[config.mk]
export PLATFORM = sky130hd
export DESIGN_NAME = quad_encoder_counter
export DESIGN_NICKNAME = d
export VERILOG_FILES = /design/src/rtl/rgb_mixer_pkg.sv /design/src/rtl/debounce.sv /design/src/rtl/quad_encoder_counter.sv
export SDC_FILE = /design/constraint.sdc
export NUM_CORES = 1
export LEC_CHECK = 0
export ABC_AREA = 1
export CAP_MARGIN = 10
export CORE_MARGIN = 5
export CORE_UTILIZATION = 45
export DETAILED_ROUTE_END_ITERATION = 7
export MAX_ROUTING_LAYER = met4
export SLEW_MARGIN = 20
export SYNTH_ARGS = -nofsm -noshare
export SYNTH_HDL_FRONTEND = slang
export SYNTH_SLANG_ARGS = --single-unit
[constraint.sdc]
create_clock -name clk -period 4.3 [get_ports clk]
set_clock_uncertainty 0.1 [all_clocks]
set_input_delay 0.43 -clock clk [delete_from_list [all_inputs] [get_ports clk]]
set_output_delay 0.43 -clock clk [all_outputs]
set_load 0.02 [all_outputs]
[src/rtl/rgb_mixer_pkg.sv]
// Shared definitions for the RGB mixer encoder front end.
// Includes quadrature phase codes, FSM states and the move classifier.
package rgb_mixer_pkg;

  localparam int unsigned DEF_WIDTH           = 8;
  localparam int unsigned DEF_DEBOUNCE_CYCLES = 255;
  localparam int unsigned INIT_CYCLES         = 3;

  typedef enum logic [1:0] {
    PH_00 = 2'b00,
    PH_01 = 2'b01,
    PH_11 = 2'b11,
    PH_10 = 2'b10
  } phase_t;

  typedef enum logic {
    INIT  = 1'b0,
    TRACK = 1'b1
  } enc_state_t;

  typedef enum logic [1:0] {
    MOVE_NONE    = 2'd0,
    MOVE_UP      = 2'd1,
    MOVE_DOWN    = 2'd2,
    MOVE_ILLEGAL = 2'd3
  } move_t;

  // Next phase in the up direction: 00 -> 01 -> 11 -> 10 -> 00.
  function automatic logic [1:0] next_up(input logic [1:0] ph);
    logic [1:0] nxt;
    nxt = PH_00;
    case (ph)
      PH_00: nxt = PH_01;
      PH_01: nxt = PH_11;
      PH_11: nxt = PH_10;
      PH_10: nxt = PH_00;
    endcase
    return nxt;
  endfunction

  function automatic move_t classify(input logic [1:0] prev, input logic [1:0] cur);
    move_t m;
    if (prev == cur)                 m = MOVE_NONE;
    else if ((prev ^ cur) == 2'b11)  m = MOVE_ILLEGAL;
    else if (next_up(prev) == cur)   m = MOVE_UP;
    else                             m = MOVE_DOWN;
    return m;
  endfunction

endpackage

[src/rtl/debounce.sv]
// One encoder line: 2-FF synchroniser followed by a hold-time debouncer.
// load bypasses the counter so the idle pin level is adopted directly.
module debounce
  import rgb_mixer_pkg::*;
#(
  parameter int unsigned DEBOUNCE_CYCLES = DEF_DEBOUNCE_CYCLES
) (
  input  logic clk,
  input  logic reset,
  input  logic load,
  input  logic in,
  output logic out
);

  localparam int unsigned CNT_W = (DEBOUNCE_CYCLES > 2) ? $clog2(DEBOUNCE_CYCLES) : 1;
  localparam logic [CNT_W-1:0] CNT_LAST = CNT_W'(DEBOUNCE_CYCLES - 1);

  logic             meta;
  logic             sync;
  logic [CNT_W-1:0] cnt;

  // Accept a new level on the DEBOUNCE_CYCLES-th consecutive differing edge.
  always_ff @(posedge clk or posedge reset) begin
    if (reset) begin
      meta <= 1'b0;
      sync <= 1'b0;
      cnt  <= '0;
      out  <= 1'b0;
    end else begin
      meta <= in;
      sync <= meta;
      if (load) begin
        out <= sync;
        cnt <= '0;
      end else if (sync == out) begin
        cnt <= '0;
      end else if (cnt == CNT_LAST) begin
        out <= sync;
        cnt <= '0;
      end else begin
        cnt <= cnt + CNT_W'(1);
      end
    end
  end

endmodule

[src/rtl/quad_encoder_counter.sv]
// Rotary encoder front end: debounced quadrature decode driving a WIDTH-bit level.
// One detent (full quadrature cycle) moves value by STEP.
module quad_encoder_counter
  import rgb_mixer_pkg::*;
#(
  parameter int unsigned WIDTH           = DEF_WIDTH,
  parameter int unsigned DEBOUNCE_CYCLES = DEF_DEBOUNCE_CYCLES,
  parameter int unsigned STEP            = 1,
  parameter bit          SATURATE        = 1'b0,
  parameter int unsigned RESET_VALUE     = 0
) (
  input  logic             clk,
  input  logic             reset,
  input  logic             enc_a,
  input  logic             enc_b,
  input  logic             enable,
  input  logic             clear,
  output logic [WIDTH-1:0] value,
  output logic             step_pulse,
  output logic             dir,
  output logic             err_pulse
);

  localparam int unsigned INIT_CNT_W = 2;
  localparam logic [INIT_CNT_W-1:0] INIT_LAST = INIT_CNT_W'(INIT_CYCLES - 1);
  localparam logic [WIDTH:0]   STEP_X     = (WIDTH+1)'(STEP);
  localparam logic [WIDTH:0]   MAX_X      = {1'b0, {WIDTH{1'b1}}};
  localparam logic [WIDTH-1:0] RST_V      = WIDTH'(RESET_VALUE);
  localparam logic [3:0]       ACC_UP_DET = 4'b0100;
  localparam logic [3:0]       ACC_DN_DET = 4'b1100;

  enc_state_t            state, state_n;
  logic [INIT_CNT_W-1:0] init_cnt, init_cnt_n;
  logic                  armed, armed_n;
  logic [2:0]            acc, acc_n;
  logic [3:0]            acc_sum;
  logic [1:0]            pab, pab_n;
  logic [1:0]            ab;
  logic                  stable_a, stable_b;
  logic                  init_load;
  move_t                 move;
  logic [WIDTH-1:0]      value_n;
  logic                  step_n, dir_n, err_n;
  logic [WIDTH:0]        sum_up;
  logic [WIDTH-1:0]      val_up, val_dn;

  assign init_load = (state == INIT);
  assign ab        = {stable_a, stable_b};

  debounce #(.DEBOUNCE_CYCLES(DEBOUNCE_CYCLES)) u_deb_a (
    .clk   (clk),
    .reset (reset),
    .load  (init_load),
    .in    (enc_a),
    .out   (stable_a)
  );

  debounce #(.DEBOUNCE_CYCLES(DEBOUNCE_CYCLES)) u_deb_b (
    .clk   (clk),
    .reset (reset),
    .load  (init_load),
    .in    (enc_b),
    .out   (stable_b)
  );

  // Candidate values for an up or down detent, wrapped or clamped.
  always_comb begin
    sum_up = {1'b0, value} + STEP_X;
    val_up = sum_up[WIDTH-1:0];
    if (SATURATE && (sum_up > MAX_X)) val_up = MAX_X[WIDTH-1:0];
    val_dn = value - STEP_X[WIDTH-1:0];
    if (SATURATE && ({1'b0, value} < STEP_X)) val_dn = '0;
  end

  // Next state, phase accumulation and detent detection.
  always_comb begin
    state_n    = state;
    init_cnt_n = init_cnt;
    armed_n    = armed;
    acc_n      = acc;
    pab_n      = ab;
    value_n    = value;
    step_n     = 1'b0;
    dir_n      = dir;
    err_n      = 1'b0;
    move       = MOVE_NONE;
    acc_sum    = {acc[2], acc};
    case (state)
      INIT: begin
        armed_n = 1'b0;
        acc_n   = '0;
        if (init_cnt == INIT_LAST) begin
          state_n    = TRACK;
          init_cnt_n = '0;
        end else begin
          init_cnt_n = init_cnt + INIT_CNT_W'(1);
        end
      end
      TRACK: begin
        // pab lags ab by one cycle after INIT, so the first TRACK cycle only primes it.
        armed_n = 1'b1;
        if (armed) move = classify(pab, ab);
        case (move)
          MOVE_ILLEGAL: begin
            err_n = 1'b1;
            acc_n = '0;
          end
          MOVE_UP, MOVE_DOWN: begin
            acc_sum = {acc[2], acc} + ((move == MOVE_UP) ? 4'h1 : 4'hF);
            if (ab == PH_00) begin
              acc_n = '0;
              if ((acc_sum == ACC_UP_DET) || (acc_sum == ACC_DN_DET)) begin
                step_n = 1'b1;
                dir_n  = (acc_sum == ACC_UP_DET);
                if (enable) value_n = dir_n ? val_up : val_dn;
              end
            end else begin
              acc_n = acc_sum[2:0];
            end
          end
          default: ;
        endcase
      end
      default: state_n = INIT;
    endcase
    if (clear) value_n = RST_V;
  end

  always_ff @(posedge clk or posedge reset) begin
    if (reset) begin
      state    <= INIT;
      init_cnt <= '0;
    end else begin
      state    <= state_n;
      init_cnt <= init_cnt_n;
    end
  end

  always_ff @(posedge clk or posedge reset) begin
    if (reset) begin
      armed      <= 1'b0;
      acc        <= '0;
      pab        <= '0;
      value      <= RST_V;
      step_pulse <= 1'b0;
      dir        <= 1'b0;
      err_pulse  <= 1'b0;
    end else begin
      armed      <= armed_n;
      acc        <= acc_n;
      pab        <= pab_n;
      value      <= value_n;
      step_pulse <= step_n;
      dir        <= dir_n;
      err_pulse  <= err_n;
    end
  end

endmodule

==> results of run 1 <==
==> final timing paths <==
| kind | startpoint | end | slack (ns) | depth (start not counted) |
|---|---|---|---|---|
| setup / recovery | u_deb_b.out$_DFFE_PP0P_ | value[7]$_DFFE_PP0P_ | 0.58 | 17 |
| hold / removal | u_deb_a.meta$_DFF_PP0_ | u_deb_a.sync$_DFF_PP0_ | 0.25 | 0 |
| setup reg to reg | u_deb_b.out$_DFFE_PP0P_ | value[7]$_DFFE_PP0P_ | 0.58 | 17 |
| hold reg to reg | u_deb_a.meta$_DFF_PP0_ | u_deb_a.sync$_DFF_PP0_ | 0.25 | 0 |
| max in group asynchronous | reset | value[5]$_DFFE_PP0P_ | 3.28 | 3 |
| min in group asynchronous | reset | u_deb_a.cnt[4]$_DFF_PP0_ | 0.46 | 3 |
==> routing by layer <==
| layer | up-vias | wire length, µm |
|---|---|---|
| met2 | 15 | 1710 |
| met1 | 746 | 1960 |
| met5 | - | 0 |
| met4 | 0 | 45 |
| li1 | 855 | - |
| met3 | 6 | 108 |
==> through the flow <==
| step | worst slack, ns | utilization [%] | instance area, µm² | hold WS (ns) |
|---|---|---|---|---|
| 2_1_floorplan | 0.948 | - | 2270 | 0.231 |
| 3_5_place_dp | 0.607 | 52.0 | 2500 | 0.236 |
| 3_3_place_gp | 0.688 | 52.0 | 2500 | 0.234 |
| 6_report | 0.582 | 53.9 | 2600 | 0.253 |
| 4_1_cts | 0.572 | 53.9 | 2600 | 0.256 |
| 5_1_grt | 0.198 | 53.9 | 2600 | 0.272 |
==> kinds of logic (layout without fill, tap and decap cells) <==
kind of cell	count (synthesis)	in the layout	share of synthesized area, %
buf+inv	34	57	6.12
simple gates	115	115	24.6
xor+xnor	14	14	5.40
compound gates	28	28	7.55
fa+ha+maj	17	17	10.0
flops	42	42	46.3
==> cell usage after synthesis (2+ instances only) <==
master	n	share of area, %
nand4_1	5	1.4
a21oi_1	11	2.4
nor2_1	24	4.0
inv_1	29	4.8
xnor2_1	7	2.7
nor3_1	3	0.66
o21ai_2	5	1.9
inv_2	2	0.33
xor2_1	7	2.7
nor2_4	2	0.99
nand2_1	45	7.4
ha_1	15	8.3
o21ai_0	7	1.5
dfrtp_1	42	46
fa_1	2	1.8
nand3_1	27	6.0
==> state kept, by name, summed over array words and instances (netlist names), 2 cells and up <==
register	flops
acc	3
init_cnt	2
u_deb_b.cnt	8
pab	2
value	8
u_deb_a.cnt	8
==> worst reg2reg max path, cell delays in order (launching register included) <==
cell	delay [ns]
dfrtp_1	0.47
or2_2	0.32
nand3_1	0.09
o21ai_0	0.07
and2_1	0.16
ha_1	0.22
fa_1	0.40
nand2_2	0.11
nand2_4	0.07
nor2_8	0.11
nand3_1	0.33
ha_1	0.49
a21oi_1	0.17
nand2_1	0.14
a21oi_1	0.16
nand3_1	0.09
nand3_1	0.08
nand2_1	0.05
==> power by group through the flow <==
stage | registers, mW | clock network, mW | logic [mW]
floorplan | 0.469 | 0 | 0.299
global placement | 0.464 | 0 | 0.385
detailed placement | 0.464 | 0 | 0.387
CTS | 0.456 | 0.281 | 0.391
global route | 0.460 | 0.298 | 0.443
finish | 0.455 | 0.264 | 0.387
==> cell type report <==
type / count / area [µm²]
fillers: 467 / 2220
multi-input cells: 174 / 1080
flip-flops and latches: 42 / 1050
repair buffers: 17 / 168
inverters: 32 / 123
well taps: 67 / 83.8
clock buffers: 5 / 68.8
clock inverters: 3 / 23.8
==> impl_metrics.tcl, run 1 <==
set metrics [dict create \
    vias 1622 \
    die_area_um2 6560 \
    grt.met1_usage_pct 17.6 \
    final_nets 295 \
    num_io_pins 17 \
    cp-end-kind "flop" \
    busiest_layer "met2" \
    antenna_found_initial 0 \
    cts_hold_buffers 0 \
    drtIter0Drc 52 \
    drv_cap 0 \
    power.switching_mw 0.415 \
    period_share_pct 86.5 \
    critical_path_buf_inv_count 0 \
    seqPwrFrac_pct 41.2 \
    use_met3_pct 4.32 \
    postCtsSetupBuffers 0 \
    layout_commonest_cell "nand2_1" \
    synthDistinctLibCells 33 \
    detail_route.wirelength_um 3820 \
    worst_pin_slew_ns 0.530 \
    cpLargestDelayFamily "simple AND/OR/NAND/NOR gates" \
    cts_resized 0 \
    fin_crit_ns 3.72 \
    swShare_pct 37.5 \
    hold_violations 0 \
    stdcell_count 340 \
    max_freq_mhz 269 \
    grt-ovfl-total 0 \
    worstPathArrival_ns 3.82 \
    drv_slew 0 \
    drtPass1Iterations 4 \
    p_total_mw 1.11 \
    start_util_pct 47.1 \
    rsz0062_at_grt "no" \
    slowest_stage "ha_1" \
    power_density_nw_per_um2 426 \
    num_rows 25 \
    worstSetupStartpointType "flop" \
    cts_tree "yes" \
    crit_type "flop to flop" \
    power.internal_mw 0.692 \
    yosysWarningCount 0 \
    hpwl_um 2790 \
    wl_per_cell_um 11.2 \
    grt_max_degree 43 \
    track_usage_pct 13.9 \
    hp-class "flop to flop" \
    clk_latency_ns 0.30 \
    die-width_um 81.0 \
    clkPwrFrac_pct 23.8 \
    worstPathRequired_ns 4.40 \
    fin_setup_tns_ns 0 \
    cts_buffers 5 \
    worstPathCellList "or2_2, nand3_1, o21ai_0, and2_1, ha_1, fa_1, nand2_2, nand2_4, nor2_8, nand3_1, ha_1, a21oi_1, nand2_1, a21oi_1, nand3_1, nand3_1, nand2_1" \
    synth_edf_count 0 \
    core_area_um2 4820 \
    vias_per_cell 4.77 \
    final_cell_mix "45 x nand2_1, 42 x dfrtp_1, 28 x inv_1" \
    peakVddDrop_uv 223 \
    path_max_fanout 10 \
    cts.sinks 42 \
    seq_area_frac_synth_pct 46.3 \
    antennaDiodeCount 0 \
    netlist_instances 250 \
    path_clk_slew_ns 0.09 \
    syn_area_um2 2270 \
    fp.dieH_um 81.0 \
    p_leak_nw 1.23 \
    async_reset_ff_share_pct 100 \
    combPwrFrac_pct 35.0 \
    crit_top_cell "nand3_1" \
    layout-drive-gt1-share_pct 9.89 \
    syn-num-nets 273 \
    drc 0 \
    finalWeightedCongestion 0.880 \
    root_buffer "clkbuf_8" \
    finalSetupViolations 0 \
    antenna_left 0 \
    relSlewSlack_pct 64.7 \
    cts_buffer_depth 2 \
    use_met2_pct 21.5 \
    syn_avg_cell_area_um2 9.08 \
    htreeDepth 2 \
    synth-seq-cells 42 \
    place_inst 332 \
    grt_first_pass_wirelength_um 6870 \
    grt_pass1_vias 1592 \
    io_buffers 16 \
    slowest_delay_ns 0.49 \
    synthToLayoutAreaGrowth_pct 14.4 \
    ys.flop_type "dfrtp_1" \
    status "complete, no violations" \
]
(Power assumes the default switching activity.)
==> run 2, diff against run 1 <==
--- a/config.mk
+++ b/config.mk
@@ -10,6 +10,7 @@
 export CORE_MARGIN = 5
 export CORE_UTILIZATION = 45
 export DETAILED_ROUTE_END_ITERATION = 7
+export GPL_ROUTABILITY_DRIVEN = 0
 export MAX_ROUTING_LAYER = met4
 export SLEW_MARGIN = 20
 export SYNTH_ARGS = -nofsm -noshare
==> results of run 2 <==
No change in the layout: final DEF, timing and power equal those of run 1.
==> run 3, diff against run 2 <==
--- a/config.mk
+++ b/config.mk
@@ -7,11 +7,14 @@
 export LEC_CHECK = 0
 export ABC_AREA = 1
 export CAP_MARGIN = 10
-export CORE_MARGIN = 5
+export CELL_PAD_IN_SITES_DETAIL_PLACEMENT = 0
+export CELL_PAD_IN_SITES_GLOBAL_PLACEMENT = 1
+export CORE_MARGIN = 2
 export CORE_UTILIZATION = 45
 export DETAILED_ROUTE_END_ITERATION = 7
 export GPL_ROUTABILITY_DRIVEN = 0
 export MAX_ROUTING_LAYER = met4
+export PLACE_DENSITY_LB_ADDON = 0.1
 export SLEW_MARGIN = 20
 export SYNTH_ARGS = -nofsm -noshare
 export SYNTH_HDL_FRONTEND = slang
==> impl_metrics.tcl, run 3 (synthesis results as in run 1) <==
set metrics [dict create \
    drtIter0Drc 44 \
    drc 0 \
    place_inst 332 \
    htreeDepth 2 \
    die_area_um2 5630 \
    worstPathArrival_ns 3.78 \
    p_leak_nw 1.24 \
    max_freq_mhz 270 \
    hpwl_um 2850 \
    die-width_um 75.0 \
    worst_pin_slew_ns 0.528 \
    final_cell_mix "45 x nand2_1, 42 x dfrtp_1, 28 x inv_1" \
    fin_setup_tns_ns 0 \
    reg2reg_slack_ns 0.60 \
    power_density_nw_per_um2 423 \
    detail_route.wirelength_um 3900 \
    wl_per_cell_um 11.5 \
    clk_latency_ns 0.29 \
    fin_util_pct 54.1 \
    min_to "u_deb_a.sync$_DFF_PP0_" \
    power.switching_mw 0.408 \
    postCtsSetupBuffers 0 \
    rsz0062_at_grt "no" \
    synthToLayoutAreaGrowth_pct 14.2 \
    antenna_left 0 \
    relSlewSlack_pct 64.8 \
    grt_first_pass_wirelength_um 7000 \
    combPwrFrac_pct 35.3 \
    p_total_mw 1.10 \
    layout_commonest_cell "nand2_1" \
    antennaDiodeCount 0 \
    cts_buffer_depth 2 \
    fin_crit_ns 3.70 \
    num_rows 25 \
    antenna_found_initial 0 \
    hold_violations 0 \
    cts_tree "yes" \
    cts_buffers 5 \
    stdcell_count 340 \
    dp_slack_ns 0.610 \
    peakVddDrop_uv 245 \
    seqPwrFrac_pct 41.5 \
    fp.dieH_um 75.0 \
    status "complete, no violations" \
    track_usage_pct 17.0 \
    r2r_cells 17 \
    top_regs "u_deb_a.cnt: 8 flops, u_deb_b.cnt: 8 flops, value: 8 flops" \
    fin_ws_ns 0.602 \
    holdPathStages 0 \
    core_area_um2 4790 \
    cts_resized 0 \
    power.internal_mw 0.689 \
    grt-ovfl-total 0 \
    hp-class "flop to flop" \
    layout-drive-gt1-share_pct 9.52 \
    io_buffers 16 \
    vias 1629 \
    grt_max_degree 43 \
    path_clk_slew_ns 0.08 \
    period_share_pct 86.0 \
    finalSetupViolations 0 \
    drv_cap 0 \
    vias_per_cell 4.79 \
    start_util_pct 47.4 \
    cp-end-kind "flop" \
    cts_hold_buffers 0 \
    clkPwrFrac_pct 23.2 \
    swShare_pct 37.2 \
    grt_pass1_vias 1592 \
    min-delay-start "u_deb_a.meta$_DFF_PP0_" \
    root_buffer "clkbuf_8" \
    crit_type "flop to flop" \
    worstSetupStartpointType "flop" \
    worstPathRequired_ns 4.38 \
    final_nets 295 \
    drtPass1Iterations 4 \
    r2r_end "value[5]$_DFFE_PP0P_" \
    path_max_fanout 10 \
    num_io_pins 17 \
    reg2reg_from "u_deb_b.out$_DFFE_PP0P_" \
    cts.sinks 42 \
    drv_slew 0 \
]
-- run 3: cell count changes in the layout (fill, tap and decap cells not counted), sizes merged --
cell / before / now
clkbuf: 5 / 6
clkinv: 1 / 3
clkinvlp: 2 / 0
inv: 32 / 31
-- run 3: worst max-delay path by stage --
stage                            start              endpoint  slack, ns  cells past startpoint
3_3_place_gp   u_deb_b.out$_DFFE_PP0P_  value[6]$_DFFE_PP0P_       0.68                     19
6_report       u_deb_b.out$_DFFE_PP0P_  value[5]$_DFFE_PP0P_       0.60                     17
5_1_grt        u_deb_a.out$_DFFE_PP0P_  value[7]$_DFFE_PP0P_       0.27                     18
4_1_cts        u_deb_b.out$_DFFE_PP0P_  value[5]$_DFFE_PP0P_       0.59                     17
3_5_place_dp   u_deb_b.out$_DFFE_PP0P_  value[5]$_DFFE_PP0P_       0.61                     17
2_1_floorplan  u_deb_b.out$_DFFE_PP0P_  value[7]$_DFFE_PP0P_       0.95                     17
-- run 3: per-stage QoR --
stage / hold WS (ns) / cell area [µm²]
after detailed placement: 0.240 / 2500
after global placement: 0.231 / 2500
after floorplan: 0.231 / 2270
final: 0.256 / 2590
after global routing: 0.261 / 2590
after CTS: 0.260 / 2590
-- run 3: layer usage --
| metal | global-route usage [%] | part of all wire, % | wire length (µm) | up-vias |
|---|---|---|---|---|
| met2 | 24.5 | 43 | 1690 | 24 |
| met5 | - | 0 | 0 | - |
| met1 | 23.6 | 52 | 2040 | 743 |
| li1 | - | - | - | 855 |
| met4 | 5.36 | 1.3 | 49 | 0 |
| met3 | 4.42 | 3.1 | 121 | 7 |
-- run 3: worst max-delay path: stages (launching register included) --
cell	delay (ns)
dfrtp_1	0.47
or2_2	0.32
nand3_1	0.09
o21ai_0	0.07
and2_1	0.16
ha_1	0.22
fa_1	0.40
nand2_2	0.11
nand2_4	0.07
nor2_8	0.11
nand3_1	0.32
ha_1	0.48
a21oi_1	0.16
nand2_1	0.13
nand2_1	0.09
nand3_1	0.08
nor2_1	0.13
o21ai_2	0.07
-- run 3: layout make-up --
| type | count | area, µm² |
|---|---|---|
| well taps | 67 | 83.8 |
| multi-input cells | 174 | 1080 |
| fillers | 457 | 2190 |
| inverters | 32 | 123 |
| flip-flops and latches | 42 | 1050 |
| clock inverters | 2 | 13.8 |
| repair buffers | 17 | 168 |
| clock buffers | 6 | 72.6 |
-- run 3: power groups by stage --
stage / Combinational (mW) / Sequential [mW] / Clock [mW]
2_1_floorplan: 0.299 / 0.469 / 0
3_3_place_gp: 0.390 / 0.464 / 0
3_5_place_dp: 0.387 / 0.464 / 0
4_1_cts: 0.390 / 0.456 / 0.266
5_1_grt: 0.449 / 0.461 / 0.278
6_report: 0.387 / 0.456 / 0.254
